File: src/rtl/dct_rom_ctrl.sv
// DCT coefficient ROM controller: round-robin arbitration between two requesters,
// each grant walks one 8-entry row or column of the 8x8 coefficient ROM.
module dct_rom_ctrl #(
  parameter int DW = 24,
  parameter int AW = 6
) (
  input  logic          clk,
  input  logic          rst,
  input  logic          req0,
  input  logic          req1,
  input  logic [2:0]    row0,
  input  logic [2:0]    row1,
  input  logic          tr0,
  input  logic          tr1,
  output logic          gnt0,
  output logic          gnt1,
  output logic          rom_rd,
  output logic [AW-1:0] rom_add,
  input  logic [DW-1:0] rom_data,
  output logic          out_valid,
  output logic          out_id,
  output logic [2:0]    out_idx,
  output logic          out_last,
  output logic [15:0]   out_man,
  output logic [7:0]    out_exp,
  output logic          busy
);

  typedef enum logic {IDLE, BURST} state_t;

  state_t        state, state_nx;
  logic [2:0]    cnt, cnt_nx;
  logic          ptr;
  logic [2:0]    cur_row;
  logic          cur_tr, cur_id;
  logic          grant, win_id;
  logic [AW-1:0] rd_addr;
  logic [1:0]    vld_pipe;
  logic [2:0]    rd_idx;
  logic          rd_id, rd_last;

  always_comb begin
    state_nx = state;
    cnt_nx   = cnt;
    grant    = 1'b0;
    win_id   = 1'b0;
    case (state)
      IDLE: if (req0 || req1) begin
        grant    = 1'b1;
        // on a tie the requester not served last wins
        win_id   = (req0 && req1) ? ~ptr : req1;
        cnt_nx   = 3'd0;
        state_nx = BURST;
      end
      BURST: begin
        cnt_nx = cnt + 3'd1;
        if (cnt == 3'd7) state_nx = IDLE;
      end
      default: state_nx = IDLE;
    endcase
  end

  assign rd_addr = cur_tr ? AW'({cnt, cur_row}) : AW'({cur_row, cnt});

  always_ff @(posedge clk) begin
    if (rst) begin
      state    <= IDLE;
      cnt      <= 3'd0;
      ptr      <= 1'b1;
      gnt0     <= 1'b0;
      gnt1     <= 1'b0;
      cur_row  <= 3'd0;
      cur_tr   <= 1'b0;
      cur_id   <= 1'b0;
      vld_pipe <= 2'b00;
      rom_add  <= '0;
      rd_idx   <= 3'd0;
      rd_id    <= 1'b0;
      rd_last  <= 1'b0;
      out_idx  <= 3'd0;
      out_id   <= 1'b0;
      out_last <= 1'b0;
    end else begin
      state <= state_nx;
      cnt   <= cnt_nx;
      gnt0  <= grant & ~win_id;
      gnt1  <= grant & win_id;
      if (grant) begin
        ptr     <= win_id;
        cur_row <= win_id ? row1 : row0;
        cur_tr  <= win_id ? tr1 : tr0;
        cur_id  <= win_id;
      end
      // stage 0: ROM read issue; address holds between bursts
      vld_pipe[0] <= (state == BURST);
      if (state == BURST) begin
        rom_add <= rd_addr;
        rd_idx  <= cnt;
        rd_id   <= cur_id;
        rd_last <= (cnt == 3'd7);
      end
      // stage 1: aligned with rom_data returning
      vld_pipe[1] <= vld_pipe[0];
      out_idx     <= rd_idx;
      out_id      <= rd_id;
      out_last    <= vld_pipe[0] & rd_last;
    end
  end

  assign rom_rd    = vld_pipe[0];
  assign out_valid = vld_pipe[1];
  assign busy      = (state == BURST);
  assign out_man   = rom_data[DW-1:8];
  assign out_exp   = rom_data[7:0];

endmodule

File: config.mk
export PLATFORM = sky130hd
export DESIGN_NAME = dct_rom_ctrl
export DESIGN_NICKNAME = d
export VERILOG_FILES = /design/src/rtl/dct_rom_ctrl.sv
export SDC_FILE = /design/constraint.sdc
export NUM_CORES = 1
export LEC_CHECK = 0
export ABC_CLOCK_PERIOD_IN_PS = 1420
export CORE_ASPECT_RATIO = 1.25
export CORE_MARGIN = 1
export CORE_UTILIZATION = 38
export CTS_BUF_LIST = sky130_fd_sc_hd__clkbuf_4 sky130_fd_sc_hd__clkbuf_8 sky130_fd_sc_hd__clkbuf_16
export DETAILED_ROUTE_END_ITERATION = 10
export GPL_ROUTABILITY_DRIVEN = 1
export HOLD_SLACK_MARGIN = 0.15
export PLACE_DENSITY = 0.85
export SLEW_MARGIN = 40
export SYNTH_ARGS = -nofsm -noshare
export SYNTH_HDL_FRONTEND = slang
export SYNTH_SLANG_ARGS = --single-unit
export TNS_END_PERCENT = 50
File: constraint.sdc
create_clock -name clk -period 1.42 [get_ports clk]
set_clock_uncertainty 0.05 [all_clocks]
set_input_delay 0.355 -clock clk [delete_from_list [all_inputs] [get_ports clk]]
set_output_delay 0.355 -clock clk [all_outputs]
set_load 0.03 [all_outputs]
After elaboration in Yosys (flattened, before gate mapping)

Index checks and enable logic that the tools add are counted.

Register bits after elaboration: 30
Input port bits: 36
Word-level logic and storage cells: 39
Output and inout bits: 40

Reduce and logical (&&, ||, !) cells: 2
$add $sub $neg: 1
Bitwise gates (word level): 6
Muxes and demuxes: 12
Equal/unequal tests: 2

Operators by type and width:

| kind                                                          | number |
|---|---|
| 1-bit two-way mux                                             | 7 |
| 3-bit two-way mux                                             | 2 |
| 6-bit two-way mux                                             | 1 |
| 3-bit case mux with 2 select lines                            | 1 |
| 3-bit by 1-bit adder with 3-bit output, second input constant | 1 |
| 1-bit AND                                                     | 3 |
| 3-bit equality test, second input constant                    | 1 |
| 1-bit inverter                                                | 3 |
| 2-bit inequality test, second input constant                  | 1 |
| 1-bit case mux with 2 select lines                            | 1 |
| 1-bit logical AND                                             | 1 |
| 1-bit logical OR                                              | 1 |

Logic depth before layout (Yosys ltp)

Word-level depth: 6
Gate-level depth with buffers: 5
Mapped depth without buffers: 4

Least setup slack after synthesis

Ideal clock, no wire load.

Path type: reg-to-reg
Start: register state, in the netlist busy
End: register cur_row[0]
Period minus slack after synthesis: 1.417 ns
Setup slack: 0.003 ns
Path buffers: 1
Required time: 1.258 ns
Stages on the path, launching flop included: 4
Data arrival time: 1.255 ns
Library setup time: 0.112 ns
Path through: dfxtp_1 buf_2 and3b_1 a2111oi_1

Word-level cells in the longest chain between the ends: 2
Elaborated cells between the ends (all ways): 3
Classes of those cells: 3 x mux

RTL lines:

| element                | line | text |
|---|---|---|
| start, declared        | 31   | `state_t state, state_nx;` |
| start signal, assigned | 84   | `state <= state_nx;` |
| 1-bit two-way mux      | 47   | `case (state)` |
| 3-bit two-way mux      | 90   | `cur_row <= win_id ? row1 : row0;` |
| end signal, assigned   | 90   |  |
| end, declared          | 34   | `logic [2:0] cur_row;` |

Several ways; a longest one is shown, not always the timed one.
A chain may end at the register's enable or synchronous reset.

Final worst setup path

Start: register rom_add[1]
End: output rom_add[1]

RTL lines:

| element                | line | text |
|---|---|---|
| start, declared        | 18   | `output logic [AW-1:0] rom_add,` |
| start signal, assigned | 97   | `rom_add <= rd_addr;` |

No word-level cell between the ends.

==> flow_summary.ini <==
[drt]
routed.top_layer = met4
wl_per_cell_um = 12.7
detail_route.drc_violations = 0
drt_iter0_drc = 9
met3RoutedLength_um = 170
drt.antenna.violating_nets = 0
dr_wl_met2_mm = 1.19
met1Wirelength_um = 960
dr_pass1_iterations = 4
viasPerCell = 5.03
detailroute.via_count = 936
totalWireLength_mm = 2.36

[placed_design]
pre_cts_ws_ns = -0.466
place_area_um2 = 1500
place.gp.congestion = 0.851
dpl.hpwl_mm = 1.71
dp_cells = 178
place.port_buffers = 27

[setup_path]
critical_path.endpoint_type = output port
path_buf_inv = 1
crit_chain = clkdlybuf4s15_1
r2r_cells = 3
worst_ep_arrival_time_ns = 0.97
rrSetupSlack_ns = 0.17
crit_required_ns = 1.01
cp_class = flip-flop to output port
startpoint_type = flip-flop
worst_r2r_end = cur_row[0]
cell_at_the_slowest_stage_of_the_critical_path = clkdlybuf4s15_1
critical-path-top-delay-family = buffers and inverters
worstPathMaxFanout = 2
crit-reg2reg-launch = ptr
max_stage_delay_ns = 0.37

[power]
leakagePower_nw = 0.675
p_sw_mw = 0.473
vdd.ir_drop.worst_mv = 0.654
power.switching_fraction_pct = 24.9
comb_power_share_pct = 14.5
power_per_cell_area_nw_per_um2 = 1180
p_clk_share_pct = 37.0
p_seq_share_pct = 48.6
finalPower_mw = 1.90
power.internal_mw = 1.43

[die]
die_w_um = 55.0
floorplan.die.height_um = 68.2
placeableCoreArea_um2 = 3280
pin_count = 76
row_count = 23
die-area_um2 = 3750
initial_core_util_pct = 40.7

[global_routing]
first_global_vias = 842
globalRouteOverflowTotal = 0
globalRouteTotalUtil_pct = 14.3
pin_count_of_the_biggest_net_entering_global_routing = 22
grt_antenna_before_repair = 0
grt_first_pass_wirelength_mm = 3.72

[yosys]
total_standard_cell_area_after_synthesis_um2 = 1330
synthTopCellsByCount = 30 x dfxtp_1, 24 x buf_4, 16 x nor2_1
ys_seq_elements = 30
synth.distinct_cells = 26
async_set_reset_flop_share_out_of_synthesis_pct = 0
post-synth-top-area-fraction_pct = 45.0
yosysTopAreaCell = dfxtp_1
syn-instance-count = 138
synth_edf_count = 0
ys_seq_area_share_pct = 45.0
ys.warnings.count = 0
netlist_top_cells_area = dfxtp_1 45%, buf_4 14%, mux2i_1 8.3%
synth_fp_nets = 176
ys.flop_type = dfxtp_1
avgSynthCellArea_um2 = 9.67
yosys.cell_count.top_type = dfxtp_1

[sta]
rsz0062_at_grt = yes
finalHoldWorstSlack_ns = 0.411
setup_violations = 0
final_hold_viol_count = 0
fin_crit_ns = 1.38
worst_slew_pin_slew_ns = 0.416
final_max_slew_viol_count = 0
fin_tns_setup_ns = 0
timing.fmax_ghz = 0.725
postLayoutSetupSlackWorst_ns = 0.0400
slew_headroom_pct = 71.6
layout_worst_path_cycle_share_pct = 97.2

[job]
max_capacitance_violation_count = 0

[layout]
area.growth.synth_to_final_pct = 20.7
antenna_cells_inserted = 0
finalNetCount = 186
area.sequential_um2 = 604
postLayoutCoreUtil_pct = 49.1
final_design_area_no_fill_um2 = 1610
multiInputGateArea_um2 = 514
post_layout_nonfiller_instances = 186
layout-drive-gt1-share_pct = 22.8
number_of_fillers_in_the_final_layout = 318

[clock_network]
postCtsSetupBuffers = 0
clock_tree_from_tritoncts = yes
holdBufCountCts = 0
ctsLongestPathBuffers = 2
clkSlewWorstSetupHoldPaths_ns = 0.06
cts_sinks = 30
clock-root-buffer = clkbuf_8
cts_inserted_buffers = 5
clock_latency_ns = 0.28
cts_h_tree_depth = 2

[min_path]
hold_path_end = out_idx[2]
min_from = rd_idx[2]
type_of_the_worst_min_delay_path = flip-flop to flip-flop
worst_hold_path.num_cells = 1

[status]
status = completed
sequential cells by signal (all words and copies together), names as in the netlist:
signal and flops:
rd_id 1, cur_id 1, rd_idx 3, ptr 1, cur_row 3, cur_tr 1
out_last 1, cnt 3, vld_pipe 2, rom_add 6, gnt0 1, gnt1 1
out_id 1, busy 1, out_idx 3, rd_last 1
power by group through the flow:
stage          clock network [mW]  registers (mW)  logic, mW
2_1_floorplan                   0           0.969      0.254
4_1_cts                     0.719           0.923      0.265
3_3_place_gp                    0           0.938      0.270
6_report                    0.702           0.922      0.275
3_5_place_dp                    0           0.941      0.276
5_1_grt                     0.761           0.929      0.299
cell usage in the layout, fill, tap and decap left out:
cell             count
inv_1                4
buf_4               13
a2111oi_2            3
dfxtp_4              1
nand3b_1             5
nor3_1               1
clkinv_2             1
clkdlybuf4s15_1      5
nor2_4               1
dlygate4sd2_1        2
dlymetal6s2s_1       2
a2111oi_1            3
buf_12               2
a21oi_1              4
a2111oi_0            2
ha_1                 2
clkbuf_2             3
nand2_1              2
o21ba_2              1
and3b_2              1
clkbuf_8             6
nor2b_1              6
clkdlybuf4s50_1      9
nor2_1              16
mux2i_1             11
nor4_1               1
nand2_2              1
clkbuf_4             1
o21ai_0              2
and2_1               1
nand2b_1             1
dfxtp_1             29
a211oi_1             7
worst max path at each step:
stage | from | to | slack (ns) | cells past startpoint
finish | rom_add[1] | rom_add[1] | 0.04 | 1
detailed placement | req1 | cur_row[1] | -0.47 | 4
global route | rom_add[0] | rom_add[0] | -0.01 | 1
floorplan | busy | cur_row[0] | 0.003 | 3
global placement | req0 | cur_row[0] | -0.35 | 4
CTS | req0 | cur_row[1] | -0.16 | 4
per-layer routing:
metal  global-route usage, %  vias up
met4                    7.50        0
met5                       0        -
met3                    6.00        7
met2                    22.1       23
li1                        -      467
met1                    16.3      439
cells by family (layout without fill, tap and decap cells):
group	Yosys count	after routing	share of synthesized area [%]
buf+inv	37	48	18.2
simple gates	36	36	14.1
flops	30	30	45.0
compound gates	22	22	12.6
mux	11	11	8.26
fa+ha+maj	2	2	1.88
timing repair:
| item | CTS | global route |
|---|---|---|
| endpoints found under the setup margin | 15 | 17 |
| gates cloned | 0 | 0 |
| gates resized for setup | 13 | 19 |
| pin swaps | 0 | 0 |
area by class of cell:
class / instances / area share, %
repair buffers: 36 / 20.8
well taps: 37 / 2.87
inverters: 4 / 0.932
clock buffers: 7 / 5.59
clock inverters: 1 / 0.311
multi-input cells: 71 / 31.9
flip-flops and latches: 30 / 37.5
worst reg2reg max path: cells and delay by family (launching register included):
family / cells / cell delay [ns]
DFF: 1 / 0.34
and+or+nand+nor: 2 / 0.38
AOI/OAI and AO/OA: 1 / 0.37
No activity file was read; power rests on OpenSTA's default activity.
